File: config.mk
export PLATFORM = sky130hd
export DESIGN_NAME = fpga_link_serdes
export DESIGN_NICKNAME = d
export VERILOG_FILES = /design/src/rtl/fpga_link_pkg.sv /design/src/rtl/fpga_link_sync.sv /design/src/rtl/fpga_link_serdes.sv
export SDC_FILE = /design/constraint.sdc
export NUM_CORES = 1
export LEC_CHECK = 0
export CAP_MARGIN = 30
export CORE_MARGIN = 8
export CORE_UTILIZATION = 31
export DETAILED_ROUTE_END_ITERATION = 10
export HOLD_SLACK_MARGIN = 0.05
export PLACE_DENSITY_LB_ADDON = 0.08
export SYNTH_ARGS = -nofsm -noshare
export SYNTH_HDL_FRONTEND = slang
export SYNTH_SLANG_ARGS = --single-unit
export TNS_END_PERCENT = 30
File: constraint.sdc
create_clock -name clock -period 3.76 [get_ports clock]
set_clock_uncertainty 0.15 [all_clocks]
set_input_delay 0.376 -clock clock [delete_from_list [all_inputs] [get_ports clock]]
set_output_delay 0.376 -clock clock [all_outputs]
set_load 0.01 [all_outputs]
File: src/rtl/fpga_link_pkg.sv
// Shared state encodings and elaboration-time sizing helpers for the FPGA-to-FPGA word link.
package fpga_link_pkg;

  typedef enum logic [1:0] {T_IDLE, T_SETUP, T_HOLD, T_WAIT_ACK} tx_state_t;
  typedef enum logic {R_COLLECT, R_FULL} rx_state_t;

  function automatic int beats(input int data_w, input int lanes, input int parity_en);
    return data_w / lanes + parity_en;
  endfunction

  // Bits needed to count 0..value-1, never less than one.
  function automatic int clog2(input int value);
    int w;
    w = 1;
    while ((1 << w) < value) w++;
    return w;
  endfunction

endpackage

File: src/rtl/fpga_link_sync.sv
// W-bit two-flop synchroniser for the asynchronous lane, strobe and ack inputs.
module fpga_link_sync #(
  parameter int W = 1
) (
  input  logic         clock,
  input  logic         reset,
  input  logic [W-1:0] d,
  output logic [W-1:0] q
);

  logic [W-1:0] sync_p0;
  logic [W-1:0] sync_p1;

  always_ff @(posedge clock) begin
    if (reset) begin
      sync_p0 <= '0;
      sync_p1 <= '0;
    end else begin
      sync_p0 <= d;
      sync_p1 <= sync_p0;
    end
  end

  assign q = sync_p1;

endmodule

File: src/rtl/fpga_link_serdes.sv
// One end of a toggle-strobe word link: TX serialiser with ack handshake, RX deserialiser with parity.
module fpga_link_serdes
  import fpga_link_pkg::*;
#(
  parameter int DATA_W    = 8,
  parameter int LANES     = 1,
  parameter int SETUP_CYC = 4,
  parameter int PARITY_EN = 1
) (
  input  logic              clock,
  input  logic              reset,
  input  logic [DATA_W-1:0] data_in,
  input  logic              start,
  output logic              busy,
  output logic [DATA_W-1:0] data_out,
  output logic              received,
  output logic              parity_err,
  input  logic              processed,
  output logic [LANES-1:0]  tx_lanes,
  output logic              tx_strobe,
  output logic              tx_ack,
  input  logic [LANES-1:0]  rx_lanes,
  input  logic              rx_strobe,
  input  logic              rx_ack
);

  localparam int BEATS = beats(DATA_W, LANES, PARITY_EN);
  localparam int FW    = DATA_W + LANES;
  localparam int BL    = BEATS * LANES;
  localparam int CW    = clog2(SETUP_CYC);
  localparam int BW    = clog2(BEATS);

  function automatic logic even_parity(input logic [DATA_W-1:0] w);
    return ^w;
  endfunction

  // Word in the low bits, parity beat (lane 0 only) directly above it.
  function automatic logic [FW-1:0] frame_of(input logic [DATA_W-1:0] w);
    logic [FW-1:0] f;
    f = '0;
    f[DATA_W-1:0] = w;
    f[DATA_W] = (PARITY_EN != 0) ? even_parity(w) : 1'b0;
    return f;
  endfunction

  logic [LANES-1:0] lanes_s;
  logic             strobe_s, ack_s, strobe_d, ack_d;
  logic             strobe_edge, ack_edge;

  fpga_link_sync #(.W(LANES + 2)) u_sync (
    .clock (clock),
    .reset (reset),
    .d     ({rx_lanes, rx_strobe, rx_ack}),
    .q     ({lanes_s, strobe_s, ack_s})
  );

  assign strobe_edge = strobe_s ^ strobe_d;
  assign ack_edge    = ack_s ^ ack_d;

  tx_state_t     tx_state;
  logic [FW-1:0] tx_shift;
  logic [FW-1:0] start_frame;
  logic [CW-1:0] tx_cnt;
  logic [BW-1:0] tx_beat;

  assign start_frame = frame_of(data_in);

  always_ff @(posedge clock) begin
    if (reset) begin
      tx_state  <= T_IDLE;
      busy      <= 1'b0;
      tx_lanes  <= '0;
      tx_strobe <= 1'b0;
      tx_cnt    <= '0;
      tx_beat   <= '0;
    end else begin
      case (tx_state)
        T_IDLE: if (start && !busy) begin
          tx_shift <= start_frame >> LANES;
          tx_lanes <= start_frame[LANES-1:0];
          busy     <= 1'b1;
          tx_cnt   <= '0;
          tx_beat  <= '0;
          tx_state <= T_SETUP;
        end
        T_SETUP: if (tx_cnt == CW'(SETUP_CYC - 1)) begin
          tx_cnt    <= '0;
          tx_strobe <= ~tx_strobe;
          tx_state  <= T_HOLD;
        end else begin
          tx_cnt <= tx_cnt + 1'b1;
        end
        T_HOLD: if (tx_cnt == CW'(SETUP_CYC - 1)) begin
          tx_cnt <= '0;
          if (tx_beat == BW'(BEATS - 1)) begin
            tx_lanes <= '0;
            tx_state <= T_WAIT_ACK;
          end else begin
            tx_lanes <= tx_shift[LANES-1:0];
            tx_shift <= tx_shift >> LANES;
            tx_beat  <= tx_beat + 1'b1;
            tx_state <= T_SETUP;
          end
        end else begin
          tx_cnt <= tx_cnt + 1'b1;
        end
        T_WAIT_ACK: if (ack_edge) begin
          busy     <= 1'b0;
          tx_state <= T_IDLE;
        end
        default: tx_state <= T_IDLE;
      endcase
    end
  end

  rx_state_t         rx_state;
  logic [BL-1:0]     rx_shift;
  logic [BL-1:0]     rx_next;
  logic [FW-1:0]     rx_frame;
  logic [DATA_W-1:0] rx_word;
  logic [LANES-1:0]  rx_pbeat;
  logic              rx_perr;
  logic [BW-1:0]     rx_beat;

  // New beat enters at the top, so after the last beat the word sits LSB-first at bit 0.
  assign rx_next  = BL'({lanes_s, rx_shift} >> LANES);
  assign rx_frame = FW'(rx_next);
  assign rx_word  = rx_frame[DATA_W-1:0];
  assign rx_pbeat = rx_frame[FW-1:DATA_W];
  assign rx_perr  = (PARITY_EN != 0) &&
                    ((rx_pbeat[0] != even_parity(rx_word)) || ((rx_pbeat >> 1) != '0));

  always_ff @(posedge clock) begin
    if (reset) begin
      rx_state   <= R_COLLECT;
      received   <= 1'b0;
      parity_err <= 1'b0;
      data_out   <= '0;
      tx_ack     <= 1'b0;
      rx_beat    <= '0;
      strobe_d   <= 1'b0;
      ack_d      <= 1'b0;
    end else begin
      strobe_d <= strobe_s;
      ack_d    <= ack_s;
      case (rx_state)
        R_COLLECT: if (strobe_edge) begin
          rx_shift <= rx_next;
          if (rx_beat == BW'(BEATS - 1)) begin
            rx_beat    <= '0;
            data_out   <= rx_word;
            parity_err <= rx_perr;
            received   <= 1'b1;
            rx_state   <= R_FULL;
          end else begin
            rx_beat <= rx_beat + 1'b1;
          end
        end
        R_FULL: if (processed) begin
          received   <= 1'b0;
          parity_err <= 1'b0;
          tx_ack     <= ~tx_ack;
          rx_state   <= R_COLLECT;
        end
        default: rx_state <= R_COLLECT;
      endcase
    end
  end

endmodule
==> results of run 1 <==
-- worst max path at each step --
stage	from	end	depth (start not counted)
6_report	tx_state[0]	tx_shift[6]	5
5_1_grt	tx_state[0]	tx_shift[7]	5
4_1_cts	tx_state[0]	tx_shift[6]	5
3_5_place_dp	tx_state[0]	tx_shift[2]	5
3_3_place_gp	tx_state[0]	tx_shift[2]	5
2_1_floorplan	tx_state[0]	tx_shift[0]	6
-- layout make-up --
cell class / instances / area [µm²] / area share
inverter: 8 / 30.0 / 0.0107
tap: 99 / 124 / 0.0442
clock buffer: 6 / 93.8 / 0.0335
multi-input combinational: 133 / 1020 / 0.363
sequential: 51 / 1180 / 0.421
timing repair buffer: 32 / 314 / 0.112
clock inverter: 2 / 41.3 / 0.0147
-- registers in the layout, summed over array words and instances (netlist names), 2 cells and up --
register,cells
tx_cnt,2
tx_shift,8
data_out,8
tx_state,2
tx_beat,4
u_sync.q,3
rx_shift,8
rx_beat,4
u_sync.sync_p0,3
-- layer usage --
| layer | track usage | vias to the layer above | share of wire | wire length [µm] |
|---|---|---|---|---|
| met5 | 0 | - | 0 | 0 |
| met4 | 0.0309 | 0 | 0.013 | 53 |
| met3 | 0.0261 | 5 | 0.037 | 151 |
| met2 | 0.133 | 23 | 0.44 | 1790 |
| met1 | 0.115 | 654 | 0.51 | 2090 |
| li1 | - | 747 | - | - |
-- metrics by stage --
| stage | utilization | power, µW | hold WS [ps] | setup WS, ps |
|---|---|---|---|---|
| 6_report | 0.391 | 1430 | 302 | 803 |
| 3_5_place_dp | 0.372 | 1010 | 276 | 816 |
| 4_1_cts | 0.391 | 1450 | 302 | 791 |
| 2_1_floorplan | - | 923 | 264 | 1400 |
| 5_1_grt | 0.391 | 1520 | 320 | 482 |
| 3_3_place_gp | 0.370 | 1010 | 277 | 804 |
-- power by group through the flow --
stage	combinational [µW]	clock, µW	sequential (µW)
detailed placement	332	0	673
CTS	333	457	662
finish	330	439	661
floorplan	253	0	669
global route	374	476	669
global placement	335	0	674
-- layout by cell type (no fill, tap or decap), types with 2 or more instances in the layout --
cell type / instances
mux2i_1: 10
nor3_1: 5
clkbuf_8: 5
o21ai_0: 4
xor2_1: 5
nand2b_1: 4
mux2_2: 7
buf_4: 3
inv_1: 8
nand2_1: 5
nor2_1: 22
clkdlybuf4s50_1: 28
xnor2_1: 15
nor2b_1: 9
edfxtp_1: 16
dfxtp_1: 35
a21oi_1: 11
ha_1: 10
a211oi_1: 4
a311oi_1: 2
nand3_1: 6
-- kinds of logic after synthesis --
family,after synthesis,share of synthesized area
and+or+nand+nor,58,0.136
DFF,51,0.519
AOI/OAI and AO/OA,25,0.0781
xor gates and xnor gates,22,0.0941
muxes,18,0.0847
buffers and inverters,17,0.0330
adders and majority gates,10,0.0550
==> impl_results.md, run 1 <==
- Worst hold endpoint: u_sync.q[2]
- Worst path top cell family by delay: adder cells
- # hold bufs at CTS: 0
- Top_reg_cell synth: dfxtp_1
- Critical Path RT: between 3000 and 4000 ps
- Final wirelength: 4.09 mm
- Slowest cell on crit path: ha_1
- R2r setup slk: 800 ps
- Yosys warnings: 0
- Crit Reg-Reg Endpoint: tx_shift[6]
- First-pass GRT wire length: between 7 and 8 mm
- RSZ-0062 raised after global routing: false
- DIE WIDTH: 102 µm
- Gpl congestion: between 0.6 and 0.7
- Critical path, cell by cell: inv_1 > ha_1 > mux2i_2 > a211oi_1 > nor2b_1
- Die Ht: about 100 µm
- Syn_nets: 226
- CP Capture Type: register
- Commonest cells post-synth: 35 x dfxtp_1, 22 x nor2_1, 16 x edfxtp_1
- Sink Count: just over 50
- Worst slew pin tran: ~700 ps
- Count leader, synth: dfxtp_1
- HP Start: u_sync.sync_p0[2]
- Outcome: finished, final reports clean
- Worst min-delay path class: reg2reg
- Final period utilization: 0.786
- Post-DR wirelength/cell: 12.3 µm
- Max_slew headroom: 0.527
- CP bufs+invs: 1
- Setup tns final: 0 ps
- Hold path depth: 1
- Detailed Route Iter0 Violations: between 60 and 70
- Peak VDD IR: 193 µV
- Post-Synthesis Cell Area: between 0.002 and 0.0025 mm²
- Worst reg-to-reg path cell count: 5
- I/O pins: 29
- Area Growth Syn to Fin: 23.2%
- Hpwl dp: 2.95 mm
- DP Cell Count: roughly 320
- Sw power: a little over 400 µW
- Crit Path Class: reg2reg
- Vias in the first global route: around 1500
- Fmax: 0.338 GHz
- # rows: 31
- Clock power share: 0.307
- RR Startpoint: tx_state[0]
- Final net count: around 260
- Worst path max stage delay: ~630 ps
- Starting Density: 0.317
- Max clock buf depth: 2
- Number of max-cap violations: 0
- # fillers: 723
- H-tree levels: 2
- Post-synth top area share: 0.308
- LEAKAGE: about 0.00096 µW
- Antenna-violating nets left: 0
- Fin cells: ~330
- Final Hold Viols: 0
- Min Tclk post-route: roughly 3000 ps
- Worst Path Max Fanout: 16
- Setup-failing EPs final: 0
- Comb pwr share: 0.231
- Core area: about 0.0072 mm²
- Worst Path Arrival: ~2800 ps
- ANT cells: 0
- Sequential group share of total power: 0.462
- CTS tree: yes
- # DRC: 0
- Cells after Synth: approximately 200
- Post-cts resize count: 0
- Vias post-DR: 1429
- Synth area leaders: dfxtp_1 31%, edfxtp_1 21%, xnor2_1 5.8%
- Post-DP Area: approximately 0.0027 mm²
- Sequential area share after synthesis: 0.519
- Sw frac: 0.283
- Synth unique cells: 35
- Die ar.: between 0.01 and 0.015 mm²
- IO Port Bufs: 28
- Share of layout cells above drive strength 1: 0.108
- DRT Pass-1 Iters: 4
- Power Dens Cells: around 500 mW/mm²
- Initial antenna violation count: 0
- Clock Tree Root: clkbuf_8
- Avg Cell Area, Syn: 11.3 µm²
- Fin area: approximately 0.0028 mm²
- Grt ovf: 0
- Seq cells post-synth: between 50 and 60
- Top cell type by total area after synthesis: dfxtp_1
- EDFF count, synth: 16
- Clock slew at reported path FFs: roughly 100 ps
- Pins Over Slew Limit: 0
- Setup bufs post-CTS: 0
- CP Launch Type: register
- Clock Latency Late Sink: 300 ps
- Total track usage: 0.0877
- Post-synthesis async set-or-reset flop share: 0
- Pint: a little over 1000 µW
- Largest net degree at the start of global routing: 19
- Vias per cell: about 4.3
- CTS buffer count: 5
No activity file was read; power rests on OpenSTA's default activity.
==> run 2, diff against run 1 <==
clock period = 2.6 ns   (was 3.76 ns; I/O delays follow)
==> impl_results.md, run 2 (same netlist as run 1, synthesis figures left out) <==
- Post-DR wirelength/cell: between 10 and 15 µm
- Worst hold slack: between 300 and 400 ps
- Worst Path Arrival: 2070 ps
- Post-cts resize count: 0
- Min Tclk post-route: around 2200 ps
- Die Ht: between 100 and 150 µm
- Slowest cell on crit path: dfxtp_1
- Total track usage: 0.0853
- H-tree levels: 2
- Grt ovf: 0
- Setup tns final: 0 ps
- Pins Over Slew Limit: 0
- Clock Tree Root: clkbuf_8
- Fmax: ~0.45 GHz
- Final net count: between 200 and 300
- I/O pins: 29
- Clock Latency Late Sink: approximately 300 ps
- # DRC: 0
- Max_slew headroom: 0.638
- Detailed Route Iter0 Violations: 35
- Commonest non-fill, non-tap cell in the layout: dfxtp_1
- Gpl congestion: roughly 0.74
- RR Startpoint: tx_state[0]
- Max clock buf depth: 2
- Crit Path Class: reg2reg
- Worst slew pin tran: 544 ps
- DIE WIDTH: between 100 and 150 µm
- First-pass GRT wire length: between 7 and 8 mm
- Final period utilization: 0.849
- CP Launch Type: register
- Peak VDD IR: roughly 240 µV
- Worst path max stage delay: 410 ps
- CTS buffer count: 5
- Sink Count: 51
- Leading registers by flop count: data_out: 8 flops, rx_shift: 8 flops, tx_shift: 8 flops
- Hpwl dp: about 3.0 mm
- Critical path, cell by cell: inv_1 > ha_1 > and4b_1 > a211oi_1 > nor2b_1 > buf_4
- Antenna-violating nets left: 0
- ANT cells: 0
- Area of the multi-input gates: around 0.0010 mm²
- Starting Density: 0.317
- Setup bufs post-CTS: 0
- Worst min-delay path class: reg2reg
- R2r setup slk: 390 ps
- Share of layout cells above drive strength 1: 0.115
- Vias in the first global route: approximately 1600
- Vias post-DR: 1471
- Final wirelength: 4.21 mm
- Power Dens Cells: about 700 mW/mm²
- Vias per cell: 4.40
- # hold bufs at CTS: 0
- CP bufs+invs: 2
- DRT Pass-1 Iters: 3
- Number of max-cap violations: 0
- Largest net degree at the start of global routing: 30
- LEAKAGE: approximately 0.00096 µW
- # rows: 31
- Clock slew at reported path FFs: about 100 ps
- RSZ-0062 raised after global routing: false
- CP Capture Type: register
- Setup-failing EPs final: 0
- IO Port Bufs: 28
- Final Hold Viols: 0
- Die ar.: between 0.01 and 0.015 mm²
- # fillers: just over 700
- Core area: approximately 0.0072 mm²
- Area Growth Syn to Fin: 22.8%
- Critical Path RT: between 2000 and 2500 ps
- Register area: roughly 0.0012 mm²
- CTS tree: yes
- HP Start: u_sync.sync_p0[1]
- Outcome: finished, final reports clean
- Worst Path Max Fanout: 8
- Leading cell types in the layout, fill and taps excluded: 35 x dfxtp_1, 28 x clkdlybuf4s50_1, 22 x nor2_1, 16 x edfxtp_1, 15 x xnor2_1
- Initial antenna violation count: 0
- Worst Setup SP: tx_state[0]
- Worst path top cell family by delay: simple AND/OR/NAND/NOR gates
==> run 2: layout make-up <==
cell class / instances / share of cell area
Sequential cell: 51 / 0.423
Multi-Input combinational cell: 133 / 0.365
Timing Repair Buffer: 35 / 0.124
Tap cell: 99 / 0.0443
Clock buffer: 7 / 0.0309
Inverter: 8 / 0.0107
Clock inverter: 1 / 0.00313
==> run 2: worst register-to-register path, delay by kind of cell, from the launching register on <==
kind                     cells  cell delay, ps
AO/OA/AOI/OAI                1             250
adder cells (fa/ha/maj)      1             340
buffers and inverters        2             280
flip-flops                   1             410
AND/OR/NAND/NOR              2             490
==> run 2: final timing paths <==
kind / to / cells past startpoint
setup / recovery: tx_shift[7] / 6
setup reg to reg: tx_shift[7] / 6
hold reg to reg: u_sync.q[1] / 1
hold / removal: u_sync.q[1] / 1
==> run 2: power breakdown <==
| group | total (µW) | internal (µW) | switching [µW] |
|---|---|---|---|
| logic | 525 | 255 | 270 |
| registers | 955 | 913 | 42.5 |
| clock network | 488 | 221 | 267 |
| total | 1970 | 1390 | 580 |
==> run 2: through the flow <==
step	util	cells	instance area, µm²	worst slack (ps)	total power (µW)
after floorplan	-	201	2270	243	1330
after global placement	0.376	326	2700	413	1500
after detailed placement	0.376	326	2700	410	1500
after CTS	0.389	334	2790	401	2010
after global routing	0.389	334	2790	247	2090
final	0.389	334	2790	393	1970
==> run 2: metal layers <==
metal,up-vias,GRT usage,wire length (µm)
met3,2,0.0213,92
met2,15,0.134,1940
met4,0,0.0378,33
met5,-,0,0
met1,697,0.108,2140
li1,757,-,-
